`src/rtl/usb_desc_pkg.sv`:
```
// usb_desc_pkg: shared constants and types for the USB descriptor streamer.
//   - descriptor type codes (wValue high byte / bDescriptorType)
//   - endpoint transfer-type codes (bmAttributes[1:0])
//   - descriptor lengths and the Configuration bundle total
//   - streamer state encoding and the latched request-field record
package usb_desc_pkg;

    localparam logic [7:0] DESC_DEVICE        = 8'h01;
    localparam logic [7:0] DESC_CONFIGURATION = 8'h02;
    localparam logic [7:0] DESC_STRING        = 8'h03;
    localparam logic [7:0] DESC_INTERFACE     = 8'h04;
    localparam logic [7:0] DESC_ENDPOINT      = 8'h05;

    localparam logic [1:0] XFER_CONTROL     = 2'd0;
    localparam logic [1:0] XFER_ISOCHRONOUS = 2'd1;
    localparam logic [1:0] XFER_BULK        = 2'd2;
    localparam logic [1:0] XFER_INTERRUPT   = 2'd3;

    localparam logic [15:0] DEV_LEN   = 16'd18;
    localparam logic [15:0] CFG_LEN   = 16'd9;
    localparam logic [15:0] IF_LEN    = 16'd9;
    localparam logic [15:0] EP_LEN    = 16'd7;
    localparam logic [15:0] CFG_TOTAL = 16'd25;

    typedef enum logic [1:0] {
        ST_IDLE = 2'd0,
        ST_SEND = 2'd1,
        ST_DONE = 2'd2,
        ST_ERR  = 2'd3
    } desc_state_t;

    typedef struct packed {
        logic [7:0]  iface_number;
        logic [7:0]  iface_class;
        logic [7:0]  iface_subclass;
        logic [7:0]  iface_protocol;
        logic [7:0]  ep_addr;
        logic [7:0]  ep_attr;
        logic [10:0] ep_max_packet;
        logic [7:0]  ep_interval;
    } desc_fields_t;

    localparam desc_fields_t FIELDS_RESET = {$bits(desc_fields_t){1'b0}};

    // Full serialised length of a supported descriptor; 0 marks an unsupported type.
    function automatic logic [15:0] native_len(input logic [7:0] desc_type);
        logic [15:0] len;
        case (desc_type)
            DESC_DEVICE:        len = DEV_LEN;
            DESC_CONFIGURATION: len = CFG_TOTAL;
            default:            len = 16'd0;
        endcase
        return len;
    endfunction

endpackage

```
`src/rtl/usb_desc_byte_mux.sv`:
```
// usb_desc_byte_mux: combinational lookup of one descriptor byte.
//   desc_type : descriptor selector (Device / Configuration bundle)
//   index     : byte offset inside the serialised descriptor
//   fields    : latched interface/endpoint fields of the current request
//   data      : byte at that offset (0 for out-of-range offsets or types)
module usb_desc_byte_mux
    import usb_desc_pkg::*;
#(
    parameter logic [15:0] VID        = 16'h1209,
    parameter logic [15:0] PID        = 16'h0001,
    parameter logic [15:0] BCD_DEVICE = 16'h0100,
    parameter logic [7:0]  EP0_MPS    = 8'd64,
    parameter logic [7:0]  CFG_ATTR   = 8'hA0,
    parameter logic [7:0]  MAX_POWER  = 8'd50
) (
    input  logic [7:0]   desc_type,
    input  logic [7:0]   index,
    input  desc_fields_t fields,
    output logic [7:0]   data
);

    // Byte map: Device descriptor, or Config + Interface + Endpoint back to back.
    always_comb begin
        data = 8'h00;
        if (desc_type == DESC_DEVICE) begin
            case (index)
                8'd0:    data = DEV_LEN[7:0];
                8'd1:    data = DESC_DEVICE;
                8'd2:    data = 8'h00;            // bcdUSB 2.00
                8'd3:    data = 8'h02;
                8'd7:    data = EP0_MPS;
                8'd8:    data = VID[7:0];
                8'd9:    data = VID[15:8];
                8'd10:   data = PID[7:0];
                8'd11:   data = PID[15:8];
                8'd12:   data = BCD_DEVICE[7:0];
                8'd13:   data = BCD_DEVICE[15:8];
                8'd17:   data = 8'h01;            // bNumConfigurations
                default: data = 8'h00;
            endcase
        end else if (desc_type == DESC_CONFIGURATION) begin
            case (index)
                8'd0:    data = CFG_LEN[7:0];
                8'd1:    data = DESC_CONFIGURATION;
                8'd2:    data = CFG_TOTAL[7:0];   // wTotalLength
                8'd3:    data = CFG_TOTAL[15:8];
                8'd4:    data = 8'h01;            // bNumInterfaces
                8'd5:    data = 8'h01;            // bConfigurationValue
                8'd7:    data = CFG_ATTR;
                8'd8:    data = MAX_POWER;
                8'd9:    data = IF_LEN[7:0];
                8'd10:   data = DESC_INTERFACE;
                8'd11:   data = fields.iface_number;
                8'd13:   data = 8'h01;            // bNumEndpoints
                8'd14:   data = fields.iface_class;
                8'd15:   data = fields.iface_subclass;
                8'd16:   data = fields.iface_protocol;
                8'd18:   data = EP_LEN[7:0];
                8'd19:   data = DESC_ENDPOINT;
                8'd20:   data = fields.ep_addr;
                8'd21:   data = fields.ep_attr;
                8'd22:   data = fields.ep_max_packet[7:0];
                8'd23:   data = {5'b00000, fields.ep_max_packet[10:8]};
                8'd24:   data = fields.ep_interval;
                default: data = 8'h00;
            endcase
        end else begin
            data = 8'h00;
        end
    end

endmodule

```
`src/rtl/usb_descriptor_builder.sv`:
```
// usb_descriptor_builder: streams a GET_DESCRIPTOR response over valid/ready.
//   start/req_type/req_length : request from the EP0 control decoder
//   iface_* / ep_*            : interface and endpoint fields, latched on start
//   desc_data/valid/ready/last: byte stream to the EP0 IN packetiser
//   busy  : request in progress;  done : completion pulse;  stall : unsupported type pulse
// All outputs are registered; byte i of the response appears the cycle after
// the request (i == 0) or after the transfer of byte i-1.
module usb_descriptor_builder
    import usb_desc_pkg::*;
#(
    parameter logic [15:0] VID        = 16'h1209,
    parameter logic [15:0] PID        = 16'h0001,
    parameter logic [15:0] BCD_DEVICE = 16'h0100,
    parameter logic [7:0]  EP0_MPS    = 8'd64,
    parameter logic [7:0]  CFG_ATTR   = 8'hA0,
    parameter logic [7:0]  MAX_POWER  = 8'd50
) (
    input  logic        clk,
    input  logic        rst_n,
    input  logic        start,
    input  logic [7:0]  req_type,
    input  logic [15:0] req_length,
    input  logic [7:0]  iface_number,
    input  logic [7:0]  iface_class,
    input  logic [7:0]  iface_subclass,
    input  logic [7:0]  iface_protocol,
    input  logic [7:0]  ep_addr,
    input  logic [7:0]  ep_attr,
    input  logic [10:0] ep_max_packet,
    input  logic [7:0]  ep_interval,
    output logic [7:0]  desc_data,
    output logic        desc_valid,
    input  logic        desc_ready,
    output logic        desc_last,
    output logic        busy,
    output logic        done,
    output logic        stall
);

    desc_state_t  state_r, state_s;
    logic [7:0]   idx_r, idx_s;
    logic [7:0]   tx_len_r, tx_len_s;
    logic [7:0]   type_r, type_s;
    desc_fields_t fields_r, fields_s;
    logic [15:0]  native_len_s;
    logic [7:0]   clip_len_s;
    logic [7:0]   mux_byte_s;
    logic [7:0]   desc_data_r;
    logic         desc_valid_r, desc_last_r, busy_r, done_r, stall_r;

    // Next-state logic; the byte mux looks at next-cycle index/fields so the output byte can be registered.
    always_comb begin
        state_s      = state_r;
        idx_s        = idx_r;
        tx_len_s     = tx_len_r;
        type_s       = type_r;
        fields_s     = fields_r;
        native_len_s = native_len(req_type);
        // Compare on the full 16-bit wLength; the clipped value always fits in 8 bits.
        if (req_length < native_len_s) begin
            clip_len_s = req_length[7:0];
        end else begin
            clip_len_s = native_len_s[7:0];
        end
        case (state_r)
            ST_IDLE: begin
                if (start) begin
                    type_s                  = req_type;
                    tx_len_s                = clip_len_s;
                    idx_s                   = 8'd0;
                    fields_s.iface_number   = iface_number;
                    fields_s.iface_class    = iface_class;
                    fields_s.iface_subclass = iface_subclass;
                    fields_s.iface_protocol = iface_protocol;
                    fields_s.ep_addr        = ep_addr;
                    fields_s.ep_attr        = ep_attr;
                    fields_s.ep_max_packet  = ep_max_packet;
                    fields_s.ep_interval    = ep_interval;
                    if (native_len_s == 16'd0) begin
                        state_s = ST_ERR;
                    end else if (clip_len_s == 8'd0) begin
                        state_s = ST_DONE;
                    end else begin
                        state_s = ST_SEND;
                    end
                end else begin
                    state_s = ST_IDLE;
                end
            end
            ST_SEND: begin
                if (desc_valid_r && desc_ready) begin
                    if (idx_r == tx_len_r - 8'd1) begin
                        state_s = ST_DONE;
                    end else begin
                        idx_s   = idx_r + 8'd1;
                        state_s = ST_SEND;
                    end
                end else begin
                    state_s = ST_SEND;
                end
            end
            ST_DONE: state_s = ST_IDLE;
            ST_ERR:  state_s = ST_IDLE;
            default: state_s = ST_IDLE;
        endcase
    end

    usb_desc_byte_mux #(
        .VID        (VID),
        .PID        (PID),
        .BCD_DEVICE (BCD_DEVICE),
        .EP0_MPS    (EP0_MPS),
        .CFG_ATTR   (CFG_ATTR),
        .MAX_POWER  (MAX_POWER)
    ) u_byte_mux (
        .desc_type (type_s),
        .index     (idx_s),
        .fields    (fields_s),
        .data      (mux_byte_s)
    );

    // State, index and latched request registers.
    always_ff @(posedge clk or negedge rst_n) begin
        if (!rst_n) begin
            state_r  <= ST_IDLE;
            idx_r    <= 8'd0;
            tx_len_r <= 8'd0;
            type_r   <= 8'd0;
            fields_r <= FIELDS_RESET;
        end else begin
            state_r  <= state_s;
            idx_r    <= idx_s;
            tx_len_r <= tx_len_s;
            type_r   <= type_s;
            fields_r <= fields_s;
        end
    end

    // Registered stream and status outputs, derived from the next state.
    always_ff @(posedge clk or negedge rst_n) begin
        if (!rst_n) begin
            desc_data_r  <= 8'h00;
            desc_valid_r <= 1'b0;
            desc_last_r  <= 1'b0;
            busy_r       <= 1'b0;
            done_r       <= 1'b0;
            stall_r      <= 1'b0;
        end else begin
            desc_data_r  <= (state_s == ST_SEND) ? mux_byte_s : 8'h00;
            desc_valid_r <= (state_s == ST_SEND);
            desc_last_r  <= (state_s == ST_SEND) && (idx_s == tx_len_s - 8'd1);
            busy_r       <= (state_s != ST_IDLE);
            done_r       <= (state_s == ST_DONE);
            stall_r      <= (state_s == ST_ERR);
        end
    end

    assign desc_data  = desc_data_r;
    assign desc_valid = desc_valid_r;
    assign desc_last  = desc_last_r;
    assign busy       = busy_r;
    assign done       = done_r;
    assign stall      = stall_r;

endmodule
```
`config.mk`:
```
export PLATFORM = sky130hd
export DESIGN_NAME = usb_descriptor_builder
export DESIGN_NICKNAME = d
export VERILOG_FILES = /design/src/rtl/usb_desc_pkg.sv /design/src/rtl/usb_desc_byte_mux.sv /design/src/rtl/usb_descriptor_builder.sv
export SDC_FILE = /design/constraint.sdc
export NUM_CORES = 1
export LEC_CHECK = 0
export CORE_AREA = 2 2 182 140
export CTS_BUF_LIST = sky130_fd_sc_hd__clkbuf_2
export DETAILED_ROUTE_END_ITERATION = 7
export DIE_AREA = 0 0 184 142
export SYNTH_ARGS = -nofsm -noshare
export SYNTH_HDL_FRONTEND = slang
export SYNTH_SLANG_ARGS = --single-unit
```
`constraint.sdc`:
```
create_clock -name clk -period 5.73 [get_ports clk]
set_input_delay 1.4325 -clock clk [delete_from_list [all_inputs] [get_ports clk]]
set_output_delay 1.4325 -clock clk [all_outputs]
set_load 0.01 [all_outputs]
```
**Word level (Yosys, flattened, before mapping)**

Memory sizes are Yosys's and may differ from the RTL's.
Cells that the tools add are included.

- Word-level logic and storage cells: 89
- Memory bits (read-only): 160
- Output and inout bits: 13
- Flip-flop bits (word level): 106
- Memories: 1
- Bits of input ports: 95

- Muxes and demuxes: 23
- Equal/unequal tests: 32
- Reductions and logical operators: 11
- Add/subtract/negate cells: 3
- Magnitude comparators: 1

Memory list:

| memory | depth | width | read ports | clocked after memory_dff | write ports | RTL line | text |
|---|---|---|---|---|---|---|---|
| (no name shown) | 32 | 5 | 1 | 0 | 0 | usb_desc_byte_mux.sv:26 | `case (index)` |

Operator list:

| kind | number |
|---|---|
| $pmux W8 S18 | 1 |
| $mux W67 | 2 |
| $mux W8 | 12 |
| $eq A8 B5 Y1 const B | 8 |
| $eq A8 B4 Y1 const B | 7 |
| $eq A8 B1 Y1 const B | 3 |
| $eq A8 B2 Y1 const B | 3 |
| $eq A8 B3 Y1 const B | 3 |
| $eq A8 B8 Y1 | 2 |
| $logic_not A16 Y1 | 1 |
| $logic_not A8 Y1 | 2 |
| $lt A16 B16 Y1 | 1 |
| $pmux W8 S2 | 1 |
| $sub A8 B1 Y8 const B | 2 |
| $mux W2 | 5 |
| $pmux W5 S2 | 1 |
| $add A8 B1 Y8 const B | 1 |
| $eq A2 B2 Y1 const B | 4 |
| $pmux W2 S3 | 1 |
| $eq A2 B1 Y1 const B | 2 |
| $reduce_or A2 Y1 | 2 |
| $logic_not A3 Y1 | 1 |
| $reduce_or A3 Y1 | 1 |
| $logic_and A1 B1 Y1 | 2 |
| 2 further kinds | 2 |

**Longest topological paths before layout**

Gate-level depths: netlist of the first run.

- Depth after elaboration: 11
- Depth in mapped cells: 20

**By module**

Synthesis of the first run repeated with hierarchy kept, for this count alone.

- Cell total of the unflattened synthesis: 707
- Area total of the unflattened synthesis: 6,057.1 um2

Modules (own cells, without submodules):

| module | instances | cells each | area an instance (um2) |
|---|---|---|---|
| usb_descriptor_builder | 1 | 540 | 4,926.0 |
| usb_desc_byte_mux | 1 | 167 | 1,131.1 |

**Worst setup path after synthesis of the first run**

OpenSTA, ideal clock, no wires.

- Path kind: input-to-reg
- Start point: in start
- End point: reg desc_data_r[5], in the netlist desc_data[5]
- Path slack: 782 ps
- Setup time: 88 ps
- Stages on the path: 18
- Arrival time: 4,860 ps
- Data required time: 5,642 ps
- Path buffers: 5
- Path through: or3b_2 > clkbuf_1 > clkbuf_1 > clkbuf_1 > clkbuf_1 > nand2_1 > nor2_1 > a21oi_1 > ha_1 > clkbuf_1 > inv_1 > nor2_1 > a221oi_1 > a31o_2 > a21boi_0 > o311a_1 > a311o_1 > a41oi_1

- Cells in the longest elaborated chain, start to end: 8
- Elaborated cells on any way between the ends: 38
- Those cells by class: eq/ne: 23; mux: 12; reduce/logical: 3

RTL lines:

| element | RTL line | text |
|---|---|---|
| start, declared | usb_descriptor_builder.sv:20 | `input logic start,` |
| $mux W8 | usb_descriptor_builder.sv:67 | `if (start) begin` |
| $pmux W8 S2 | usb_descriptor_builder.sv:65 | `case (state_r)` |
| $eq A8 B3 Y1, or another cell as far along | usb_desc_byte_mux.sv:42 | `case (index)` |
| $reduce_or A3 Y1 (no source line) or $reduce_or A2 Y1 (tied branches) | - |  |
| $pmux W8 S18 | usb_desc_byte_mux.sv:42 |  |
| $mux W8 | usb_desc_byte_mux.sv:41 | `end else if (desc_type == DESC_CONFIGURATION) begin` |
| $mux W8 | usb_desc_byte_mux.sv:25 | `if (desc_type == DESC_DEVICE) begin` |
| $mux W8 (*) | usb_descriptor_builder.sv:149 | `desc_data_r <= (state_s == ST_SEND) ? mux_byte_s : 8'h00;` |
| end signal, assigned | usb_descriptor_builder.sv:149 |  |
| end, declared | usb_descriptor_builder.sv:48 | `logic [7:0] desc_data_r;` |

Every way passes the cells marked *; elsewhere a longest branch is shown, timed or not.

**Worst setup path after layout of the first run**

- Start point: in req_type[6]
- End point: reg desc_last_r, in the netlist desc_last

- Elaborated cells on any way between the ends: 17
- Those cells by class: add/sub: 1; order compare: 1; eq/ne: 4; mux: 8; reduce/logical: 3

RTL lines:

| element | RTL line | text |
|---|---|---|
| start, declared | usb_descriptor_builder.sv:21 | `input logic [7:0] req_type,` |
| $eq A8 B2 Y1 or $eq A8 B1 Y1 (tied branches) | usb_desc_pkg.sv:48 | `case (desc_type)` |
| $pmux W5 S2 (*) | usb_desc_pkg.sv:48 |  |
| $lt A16 B16 Y1 | usb_descriptor_builder.sv:60 | `if (req_length < native_len_s) begin` |
| $mux W8 (*) | usb_descriptor_builder.sv:60 |  |
| $mux W8 (*) | usb_descriptor_builder.sv:67 |  |
| $mux W8 (*) | usb_descriptor_builder.sv:65 |  |
| via tx_len_s[1] | usb_descriptor_builder.sv:42 | `logic [7:0] tx_len_r, tx_len_s;` |
| $sub A8 B1 Y8 (*) | usb_descriptor_builder.sv:151 | `desc_last_r <= (state_s == ST_SEND) && (idx_s == tx_len_s - 8'd1);` |
| $eq A8 B8 Y1 (*) | usb_descriptor_builder.sv:151 |  |
| $logic_and A1 B1 Y1 (*) | usb_descriptor_builder.sv:151 |  |
| end signal, assigned | usb_descriptor_builder.sv:151 |  |
| end, declared | usb_descriptor_builder.sv:49 | `logic desc_valid_r, desc_last_r, busy_r, done_r, stall_r;` |

Mark *: on every way through the listed nets, which the timed path passes. The rest lies on a longest branch.

==> load_flow_metrics.sql, run 1 <==
INSERT INTO impl_metrics (metric_group, metric, value, unit) VALUES
('outcome', 'outcome', 'finished, final reports clean', ''),
('setup_path', 'cp-end-kind', 'register', ''),
('logic_synthesis', 'postSynth.asyncResetShare', '1.00', ''),
('clock_network', 'post_cts.repair.setup_buffers', '0', ''),
('sta', 'finalClockSkew', '0.0204', 'ns'),
('drt', 'route.final.wire_length', '19600', 'um'),
('global_routing', 'global_route_wire_length_before_repair', '31100', 'um'),
('logic_synthesis', 'ys_seq_area_frac', '0.443', ''),
('setup_path', 'worstSetupStartpoint', 'req_type[6]', ''),
('sta', 'fmax', '199', 'MHz'),
('logic_synthesis', 'post_synth_inst_count', '722', ''),
('floorplanning', 'initial_util', '0.245', ''),
('worst_hold_path', 'worstHoldPathType', 'reg2reg', ''),
('pwr', 'clockPowerShare', '0.128', ''),
('place', 'dp.final_hpwl', '14900', 'um'),
('drt', 'detailroute.via_count', '5651', ''),
('finish', 'share_of_cells_above_drive_strength_1', '0.0824', ''),
('pwr', 'power.ir.vdd_worst', '0.000147', 'V'),
('drt', 'dr.first_iter.drc_count', '647', ''),
('sta', 'report.final.slew_viol_count', '0', ''),
('drt', 'routed_wire_length_per_instance', '17.0', 'um'),
('drt', 'via_cell_ratio', '4.92', ''),
('global_routing', 'largest_net_degree_at_the_start_of_global_routing', '82', ''),
('global_routing', 'grt_pass1_vias', '5528', ''),
('clock_network', 'ctsResizeCount', '0', ''),
('finish', 'fill_cell_total_of_the_finished_layout', '2607', ''),
('run', 'timing.max_cap.violations', '0', ''),
('drt', 'number_of_routed_nets_with_antenna_violations', '0', ''),
('logic_synthesis', 'synthesis.area', '5990', 'um^2'),
('pwr', 'power_switching_share', '0.428', ''),
('setup_path', 'r2r_setup_slack', '1.07', 'ns'),
('finish', 'instances_no_fill', '1149', ''),
('setup_path', 'cp_max_fo', '4', ''),
('setup_path', 'crit_path_start_kind', 'input port', ''),
('floorplanning', 'floorplan.io_pins', '108', ''),
('pwr', 'power_leakage', '3.39', 'nW'),
('place', 'dpl_worst_slack', '0.0140', 'ns'),
('floorplanning', 'coreArea', '24400', 'um^2'),
('clock_network', 'clock_sink_count', '106', ''),
('finish', 'final_core_utilization', '0.313', ''),
('floorplanning', 'fp.dieArea', '26100', 'um^2'),
('finish', 'design.final.nets', '937', ''),
('finish', 'multi_input_area', '3070', 'um^2'),
('setup_path', 'worst-setup-path-type', 'in2reg', ''),
('sta', 'fin_worst_setup_slack', '0.694', 'ns'),
('setup_path', 'crit-reg2reg-capture', 'desc_data[4]$_DFF_PN0_', ''),
('clock_network', 'clkLatencyLatePin', '0.64', 'ns'),
('finish', 'diodes', '0', ''),
('logic_synthesis', 'syn-num-nets', '827', ''),
('pwr', 'sequentialPowerShare', '0.391', ''),
('clock_network', 'cts_buffers', '9', ''),
('setup_path', 'worst_r2r_path_depth', '19', ''),
('clock_network', 'clkTransAtPathRegs', '0.28', 'ns'),
('place', 'numPortBuffers', '107', ''),
('logic_synthesis', 'post_synth_edffs', '0', ''),
('logic_synthesis', 'synth.lib_cells_used.distinct', '76', ''),
('pwr', 'cell_area_power_density', '374', 'nW/um^2'),
('logic_synthesis', 'avg_synthesized_cell_area', '8.29', 'um^2'),
('floorplanning', 'num_rows', '50', ''),
('finish', 'register_cell_area_after_layout', '2650', 'um^2'),
('clock_network', 'deepest_level_of_the_cts_h_tree', '3', ''),
('floorplanning', 'die-width', '184', 'um'),
('place', 'place.detailed.instances', '1133', ''),
('sta', 'maxSlewHeadroom', '0.391', ''),
('clock_network', 'cts_hold_buf', '0', ''),
('logic_synthesis', 'synth_seq_cells', '106', ''),
('pwr', 'power_switching', '1.22', 'mW'),
('global_routing', 'grt_antenna_before_repair', '0', ''),
('place', 'finalWeightedCongestion', '0.890', ''),
('setup_path', 'cp-endpoint', 'desc_last$_DFF_PN0_', ''),
('sta', 'endpoints_failing_hold', '0', '');
logic make-up (layout without fill, tap and decap cells):
family | count (synthesis) | after routing | synth area share
simple gates | 380 | 380 | 0.283
fa+ha+maj | 10 | 10 | 0.0209
flops | 106 | 106 | 0.443
compound gates | 127 | 127 | 0.161
buf+inv | 69 | 184 | 0.0451
xor+xnor | 16 | 16 | 0.0234
mux | 14 | 14 | 0.0242
per-stage QoR:
stage	cell area, um^2	power, mW
2_1_floorplan	5990	1.99
3_3_place_gp	7520	2.47
3_5_place_dp	7520	2.50
4_1_cts	7640	2.86
5_1_grt	7640	3.09
6_report	7640	2.86
critical path, cell delays in order:
cell	delay, ns
clkdlybuf4s50_1	0.42
or4_4	0.54
or2_1	0.23
nor3b_1	0.35
nor2_1	0.14
ha_1	0.30
nor3b_1	0.30
o41a_1	0.31
o21ai_1	0.08
a31oi_1	0.33
inv_1	0.08
ha_1	0.18
inv_1	0.09
nor3b_2	0.07
xor2_1	0.15
a21oi_1	0.16
a21boi_0	0.12
a2111oi_2	0.32
flip-flops by register name, summed over array words and instances, names as in the netlist:
signal / cells
busy: 1
desc_last: 1
idx_r: 8
stall: 1
desc_data: 8
done: 1
type_r: 8
state_r: 2
desc_valid: 1
tx_len_r: 8
fields_r: 67
Yosys cell counts (3+ instances only):
cell	instances	area, um^2
a211o_1	3	26.3
a211oi_1	10	75.1
a21boi_0	3	22.5
a21oi_1	17	85.1
a221oi_1	6	52.6
a222oi_1	4	40.0
a22oi_1	9	67.6
and2_1	7	43.8
and4_1	4	35.0
buf_1	7	26.3
buf_2	9	45.0
clkbuf_1	22	82.6
dfrtp_1	106	2650
ha_1	10	125
inv_1	28	105
inv_2	3	11.3
mux2_2	4	45.0
mux2i_1	10	100
nand2_1	242	908
nand2b_1	4	25.0
nand3_1	21	105
nand4_1	14	87.6
nor2_1	35	131
nor2b_1	8	50.1
nor3_1	13	65.1
nor3b_1	6	45.0
nor4_1	7	43.8
o2111ai_1	4	35.0
o211a_1	4	40.0
o211ai_1	8	60.1
o21ai_0	17	85.1
o21ai_1	3	15.0
o22ai_1	3	18.8
xnor2_1	10	87.6
xor2_1	6	52.6
cell type report:
type | instances | area share
repair buffers | 137 | 0.169
multi-input cells | 547 | 0.402
flip-flops and latches | 106 | 0.347
well taps | 312 | 0.0511
clock inverters | 7 | 0.00917
clock buffers | 9 | 0.00590
inverters | 31 | 0.0152
worst min path at each step:
stage,startpoint,to,slack [ns],cells after the start
2_1_floorplan,fields_r[66]$_DFF_PN0_,fields_r[66]$_DFF_PN0_,0.43,2
6_report,fields_r[39]$_DFF_PN0_,fields_r[39]$_DFF_PN0_,0.51,2
4_1_cts,fields_r[2]$_DFF_PN0_,fields_r[2]$_DFF_PN0_,0.52,2
3_3_place_gp,fields_r[31]$_DFF_PN0_,fields_r[31]$_DFF_PN0_,0.45,2
5_1_grt,fields_r[64]$_DFF_PN0_,fields_r[64]$_DFF_PN0_,0.52,2
3_5_place_dp,fields_r[31]$_DFF_PN0_,fields_r[31]$_DFF_PN0_,0.46,2
power groups by stage:
stage	Sequential, mW	Clock [mW]	Combinational [mW]
floorplan	1.11	0	0.878
global placement	1.13	0	1.34
detailed placement	1.14	0	1.36
CTS	1.12	0.378	1.37
global route	1.15	0.406	1.54
finish	1.12	0.365	1.37
per-layer routing:
metal	share of wire	wire length [um]	up-vias	global-route usage
met5	0	0	-	0
met2	0.38	7540	243	0.206
met3	0.093	1820	11	0.0466
met4	0.0093	183	0	0.0295
li1	-	-	2723	-
met1	0.51	10000	2674	0.240
cells in the final DEF (no fill, tap or decap), types with 5 or more instances in the layout:
master / netlist / routed
clkdlybuf4s50_1: 0 / 106
nor4_1: 7 / 7
a211oi_1: 10 / 10
xor2_1: 6 / 6
clkbuf_2: 0 / 9
xnor2_1: 10 / 10
buf_4: 0 / 31
nor3_1: 13 / 13
nand4_1: 14 / 14
a21oi_1: 17 / 17
nor2_1: 35 / 35
mux2i_1: 10 / 10
a22oi_1: 9 / 9
a221oi_1: 6 / 6
nand2_1: 242 / 242
nor2b_1: 8 / 8
ha_1: 10 / 10
o21ai_0: 17 / 17
nand3_1: 21 / 21
dfrtp_1: 106 / 106
and2_1: 7 / 7
inv_1: 28 / 28
nor3b_1: 6 / 5
o211ai_1: 8 / 8
Power figures use the tool's default switching activity.
==> run 2: changes to the inputs <==
SETUP_SLACK_MARGIN = 0.4   (was not set)
==> results of run 2 <==
No change in the layout: final DEF, timing and power equal those of run 1.
==> run 3: changes to the inputs <==
MAX_ROUTING_LAYER = met4   (was not set)
==> run 3 against run 2 <==
Effect of this change: utilization is 0.26 points lower; die area stayed put; cell count is 0.52% lower; critical path depth stayed put; clock power is 9.6% lower; sequential cell count stayed put; critical path type unchanged; highest routed layer unchanged.
==> load_flow_metrics.sql, run 3 (synthesis gave the netlist of run 1 again) <==
INSERT INTO impl_metrics (metric_group, metric, value, unit) VALUES
('run', 'timing.max_cap.violations', '0', ''),
('finish', 'share_of_cells_above_drive_strength_1', '0.0770', ''),
('setup_path', 'crit-reg2reg-capture', 'desc_data[3]$_DFF_PN0_', ''),
('drt', 'detailroute.via_count', '5620', ''),
('clock_network', 'deepest_level_of_the_cts_h_tree', '3', ''),
('pwr', 'sequentialPowerShare', '0.398', ''),
('outcome', 'outcome', 'finished, final reports clean', ''),
('floorplanning', 'num_rows', '50', ''),
('setup_path', 'cpMaxStageDelayCell', 'or4_4', ''),
('sta', 'worst_slew_pin_slew', '0.909', 'ns'),
('setup_path', 'worstReg2RegStart', 'tx_len_r[1]$_DFF_PN0_', ''),
('floorplanning', 'initial_util', '0.245', ''),
('pwr', 'clockPowerShare', '0.117', ''),
('setup_path', 'cp-end-kind', 'register', ''),
('clock_network', 'ctsLongestPathBuffers', '2', ''),
('finish', 'fill_cell_total_of_the_finished_layout', '2626', ''),
('sta', 'fin_worst_setup_slack', '0.653', 'ns'),
('finish', 'final_core_utilization', '0.310', ''),
('floorplanning', 'die-width', '184', 'um'),
('place', 'post_dp_cell_area', '7480', 'um^2'),
('drt', 'dr.first_iter.drc_count', '665', ''),
('clock_network', 'clkTransAtPathRegs', '0.30', 'ns'),
('global_routing', 'grt_pass1_vias', '5406', ''),
('clock_network', 'post_cts.repair.setup_buffers', '0', ''),
('worst_hold_path', 'destination_of_the_worst_hold_path', 'fields_r[42]$_DFF_PN0_', ''),
('setup_path', 'worst-setup-path-type', 'in2reg', ''),
('pwr', 'power_switching_share', '0.436', ''),
('sta', 'totalNegativeSetupSlack', '0', 'ns'),
('drt', 'drc', '0', ''),
('sta', 'finalClockSkew', '0.0642', 'ns'),
('setup_path', 'number_of_buffers_and_inverters_on_the_critical_path', '3', ''),
('sta', 'report.final.slew_viol_count', '0', ''),
('clock_network', 'ctsResizeCount', '0', ''),
('setup_path', 'crit_family', 'simple AND/OR/NAND/NOR gates', ''),
('place', 'dp.final_hpwl', '14900', 'um'),
('pwr', 'p_total', '2.81', 'mW'),
('sta', 'fmax', '197', 'MHz'),
('pwr', 'power_switching', '1.22', 'mW'),
('pwr', 'power_frac_comb', '0.485', ''),
('setup_path', 'crit_path_start_kind', 'input port', ''),
('sta', 'layout_worst_path_cycle_share', '0.886', ''),
('clock_network', 'clock_tree_from_tritoncts', 'done', ''),
('drt', 'route.final.wire_length', '19700', 'um'),
('floorplanning', 'floorplan.io_pins', '108', ''),
('setup_path', 'worstSetupStartpoint', 'req_type[6]', ''),
('clock_network', 'clk_root_buf', 'clkbuf_2', ''),
('drt', 'routed_wire_length_per_instance', '17.2', 'um'),
('place', 'numPortBuffers', '107', ''),
('pwr', 'internal-power', '1.59', 'mW'),
('place', 'finalWeightedCongestion', '0.920', ''),
('finish', 'layout_common_cells', 'nand2_1 (242), dfrtp_1 (106), clkdlybuf4s50_1 (106)', ''),
('sta', 'hold-worst-slack', '0.512', 'ns'),
('pwr', 'cell_area_power_density', '371', 'nW/um^2'),
('clock_network', 'cts_hold_buf', '0', ''),
('clock_network', 'cts_buffers', '9', ''),
('sta', 'maxSlewHeadroom', '0.394', ''),
('finish', 'design.final.nets', '931', ''),
('pwr', 'power_leakage', '3.36', 'nW'),
('drt', 'via_cell_ratio', '4.92', ''),
('finish', 'instances_no_fill', '1143', ''),
('clock_network', 'clock_sink_count', '106', ''),
('drt', 'number_of_routed_nets_with_antenna_violations', '0', ''),
('finish', 'diodes', '0', ''),
('global_routing', 'globalRouteTotalUtil', '0.157', ''),
('sta', 'fin_crit', '5.08', 'ns'),
('finish', 'flip_flop_count_of_the_largest_register_all_copies_and_words_added', '67', ''),
('sta', 'endpoints_failing_hold', '0', ''),
('setup_path', 'worst_path_arrival', '5.62', 'ns'),
('finish', 'multi_input_area', '3070', 'um^2'),
('place', 'dpl_worst_slack', '0.00146', 'ns'),
('floorplanning', 'coreArea', '24400', 'um^2'),
('floorplanning', 'fp.dieH', '142', 'um'),
('global_routing', 'gr-total-overflow', '0', ''),
('setup_path', 'cp_max_fo', '4', ''),
('finish', 'register_cell_area_after_layout', '2650', 'um^2'),
('worst_hold_path', 'hold-path-cell-count', '2', ''),
('global_routing', 'global_route_wire_length_before_repair', '30900', 'um'),
('setup_path', 'critical-path-max-stage-delay', '0.54', 'ns'),
('finish', 'regMostFlops', 'fields_r', ''),
('setup_path', 'crit_path_cell_trace', 'clkdlybuf4s50_1 > or4_4 > or2_1 > nor3b_1 > nor2_1 > ha_1 > nor3b_1 > o41a_1 > o21ai_1 > a31oi_1 > inv_1 > ha_1 > inv_1 > nor3b_2 > xor2_1 > a21oi_1 > a21boi_0 > a2111oi_2', ''),
('worst_hold_path', 'worst_hold_startpoint', 'fields_r[42]$_DFF_PN0_', ''),
('global_routing', 'largest_net_degree_at_the_start_of_global_routing', '82', ''),
('worst_hold_path', 'worstHoldPathType', 'reg2reg', ''),
('floorplanning', 'fp.dieArea', '26100', 'um^2'),
('finish', 'synthToLayoutAreaGrowth', '26.5', '%'),
('sta', 'setup_viol', '0', ''),
('setup_path', 'worst_r2r_path_depth', '19', ''),
('pwr', 'power.ir.vdd_worst', '0.000132', 'V'),
('place', 'place.detailed.instances', '1127', ''),
('drt', 'drt_pre_antenna_iters', '6', ''),
('setup_path', 'r2r_setup_slack', '0.89', 'ns'),
('finish', 'layout_commonest_cell', 'nand2_1', ''),
('sta', 'rsz0062_at_grt', 'no', ''),
('clock_network', 'clkLatencyLatePin', '0.64', 'ns'),
('finish', 'postLayoutCellArea', '7570', 'um^2'),
('global_routing', 'grt_antenna_before_repair', '0', ''),
('setup_path', 'cp.required', '6.28', 'ns');
[run 3: cell count changes in the layout (fill, tap and decap cells not counted)]
| cell | previous run | this run |
|---|---|---|
| inv_6 | 0 | 3 |
| clkinv_2 | 0 | 1 |
| clkinvlp_4 | 2 | 1 |
| buf_4 | 31 | 25 |
| bufinv_16 | 1 | 0 |
| clkinv_4 | 2 | 1 |
| clkinv_1 | 2 | 1 |
[run 3: layout make-up]
class                   count  area share
inverters                  31      0.0154
clock buffers               9     0.00595
multi-input cells         547       0.405
clock inverters             7     0.00677
well taps                 312      0.0515
flip-flops and latches    106       0.350
repair buffers            131       0.165
[run 3: per-layer routing]
metal	routed length, um	track usage	up-vias
li1	-	-	2712
met3	1660	0.0397	20
met5	0	-	-
met2	7690	0.203	243
met1	10100	0.243	2645
met4	223	0.0265	0
[run 3: worst min-delay path: stages, from the launching register on]
cell	delay, ns
dfrtp_1	0.38
nand2_1	0.04
nand2_1	0.08
[run 3: worst max-delay path by stage]
stage                              to  slack [ns]  depth (start not counted)
3_3_place_gp      desc_last$_DFF_PN0_        0.13                         18
3_5_place_dp      desc_last$_DFF_PN0_       0.001                         15
5_1_grt           desc_last$_DFF_PN0_        0.41                         18
6_report          desc_last$_DFF_PN0_        0.65                         18
4_1_cts           desc_last$_DFF_PN0_        0.68                         18
2_1_floorplan  desc_data[5]$_DFF_PN0_        0.78                         18
[run 3: power groups by stage]
stage	clock, mW	combinational, mW	sequential [mW]
floorplan	0	0.878	1.11
global placement	0	1.34	1.13
detailed placement	0	1.35	1.14
CTS	0.340	1.36	1.12
global route	0.376	1.52	1.15
finish	0.330	1.36	1.12
==> RTL edit: new RTL, config.mk and constraints of run 1 <==
Encoding of `desc_state_t`: now one-hot (4 bits for 4 states).
--- a/src/rtl/usb_desc_pkg.sv
+++ b/src/rtl/usb_desc_pkg.sv
@@ -22,11 +22,11 @@
     localparam logic [15:0] EP_LEN    = 16'd7;
     localparam logic [15:0] CFG_TOTAL = 16'd25;
 
-    typedef enum logic [1:0] {
-        ST_IDLE = 2'd0,
-        ST_SEND = 2'd1,
-        ST_DONE = 2'd2,
-        ST_ERR  = 2'd3
+    typedef enum logic [3:0] {
+        ST_IDLE = 4'b0001,
+        ST_SEND = 4'b0010,
+        ST_DONE = 4'b0100,
+        ST_ERR  = 4'b1000
     } desc_state_t;
 
     typedef struct packed {
Check against the original RTL: no difference found for any inputs over 4 cycles, from zero or initial values and one cycle with rst_n low; so few cycles prove little.
==> RTL edit against run 1 <==
Sequential cell count increased by 2. Cell area decreased by 1.8%. Count of clock-buffer cells in the layout unchanged. Utilization decreased by 0.57 points. Setup slack got worse by 0.045 ns. Synthesized area about the same. Register-to-register slack got worse by 0.42 ns. Maximum frequency decreased by 0.89%. Synthesized cell count decreased by 3.0%. Wire length decreased by 2.9%.
Power is not compared: it rests on default switching activity, and its combinational part moved more than twofold at a synthesized area within 25%.
==> RTL edit: results (changes against run 1) <==
[synthesis]
syn_nets = 805  ; was 827
synth.area.mux_share_pct = 1.78  ; was 2.42%
yosysSeqAreaShare_pct = 45.2  ; was 44.3%
netlist_area_um2 = 5980  ; was 5990 µm²
synth_compound_area_share_pct = 15.0  ; was 16.1%
post_synth_fa_ha_maj_area_fraction_pct = 2.09  ; about the same
synth.avg_cell_area_um2 = 8.55  ; was 8.29 µm²
synth.area.top_cells = sky130_fd_sc_hd__dfrtp_1, sky130_fd_sc_hd__nand2_1, sky130_fd_sc_hd__ha_1  ; was sky130_fd_sc_hd__dfrtp_1, sky130_fd_sc_hd__nand2_1, sky130_fd_sc_hd__nor2_1

[worst_setup_path]
timing.critical_path.arrival_ns = 5.66  ; was 5.59 ns
r2r_setup_slack_ns = 0.65  ; was 1.07 ns
critPathLaunch = tx_len_r[0]$_DFF_PN0_  ; was req_type[6]
cpMaxStageDelayCell = sky130_fd_sc_hd__o211a_1  ; was sky130_fd_sc_hd__or4_4
critical_path.top_delay_family = compound AO/OA/AOI/OAI gates  ; was simple AND/OR/NAND/NOR gates
crit_path_max_fo = 17  ; was 4

[min_path]
whs_endpoint = fields_r[16]$_DFF_PN0_  ; was fields_r[39]$_DFF_PN0_
min_from = fields_r[16]$_DFF_PN0_  ; was fields_r[39]$_DFF_PN0_

[clock_network]
path_clk_slew_ns = 0.32  ; was 0.28 ns

[sta]
fin_hold_ws_ns = 0.514  ; was 0.513 ns
timing.max_slew.rel_slack_pct = 35.5  ; was 39.1%

[cells_and_area]
design_area_um2 = 7500  ; was 7640 µm²
bufAreaShareNonClock_pct = 15.8  ; was 16.9%
layout.filler_cells = 2609  ; was 2,607
seq-cell-share_pct = 36.1  ; was 34.7%
num-nonclk-buffers = 122  ; was 137
layout.non_clock_inverters = 27  ; was 31
final_layout_size_suffix_gt1_share_pct = 7.74  ; was 8.24%
multi_input_combinational_cell_count = 528  ; was 547
multi_input_area_um2 = 3020  ; was 3070 µm²

[drt]
routed_wirelength_mm = 19.0  ; was 19.6 mm
routed-via-count = 5457  ; was 5,651
iteration_0_drc_count_of_the_detailed_router = 515  ; was 647

[placed_design]
dpl_cell_area_um2 = 7390  ; was 7520 µm²
routabilityCongestion = 0.912  ; was 0.890
hpwl_mm = 14.2  ; was 14.9 mm

[global_route]
grt_pass1_vias = 5234  ; was 5,528
grt_first_pass_wirelength_mm = 29.7  ; was 31.1 mm
globalRouteTotalUtil_pct = 14.6  ; was 15.4%
antenna_violations_before_repair = 1  ; was 0

[outcome]
result_of_the_run = finished, final reports clean  ; unchanged

[RTL edit: worst max path at each step]
stage | slack, ns | endpoint
floorplan | 0.67 | desc_last$_DFF_PN0_
CTS | 0.51 | desc_data[0]$_DFF_PN0_
global placement | 0.34 | desc_last$_DFF_PN0_
finish | 0.65 | desc_data[4]$_DFF_PN0_
detailed placement | 0.19 | desc_last$_DFF_PN0_
global route | 0.20 | desc_data[0]$_DFF_PN0_
[RTL edit: power groups by stage]
stage / Sequential, mW / Clock [mW] / Combinational (mW)
final: 0.941 / 0.334 / 0.440
after detailed placement: 0.958 / 0 / 0.441
after global routing: 0.957 / 0.377 / 0.500
after floorplan: 0.945 / 0 / 0.273
after CTS: 0.943 / 0.353 / 0.444
after global placement: 0.952 / 0 / 0.436
[RTL edit: layer usage]
metal  share of wire (%)  track usage, %  vias to the layer above
li1                    -               -                     2601
met1                  51            22.5                     2661
met2                  42            20.6                      184
met3                 6.8            3.17                       11
met4                0.98            3.54                        0
met5                   0               0                        -
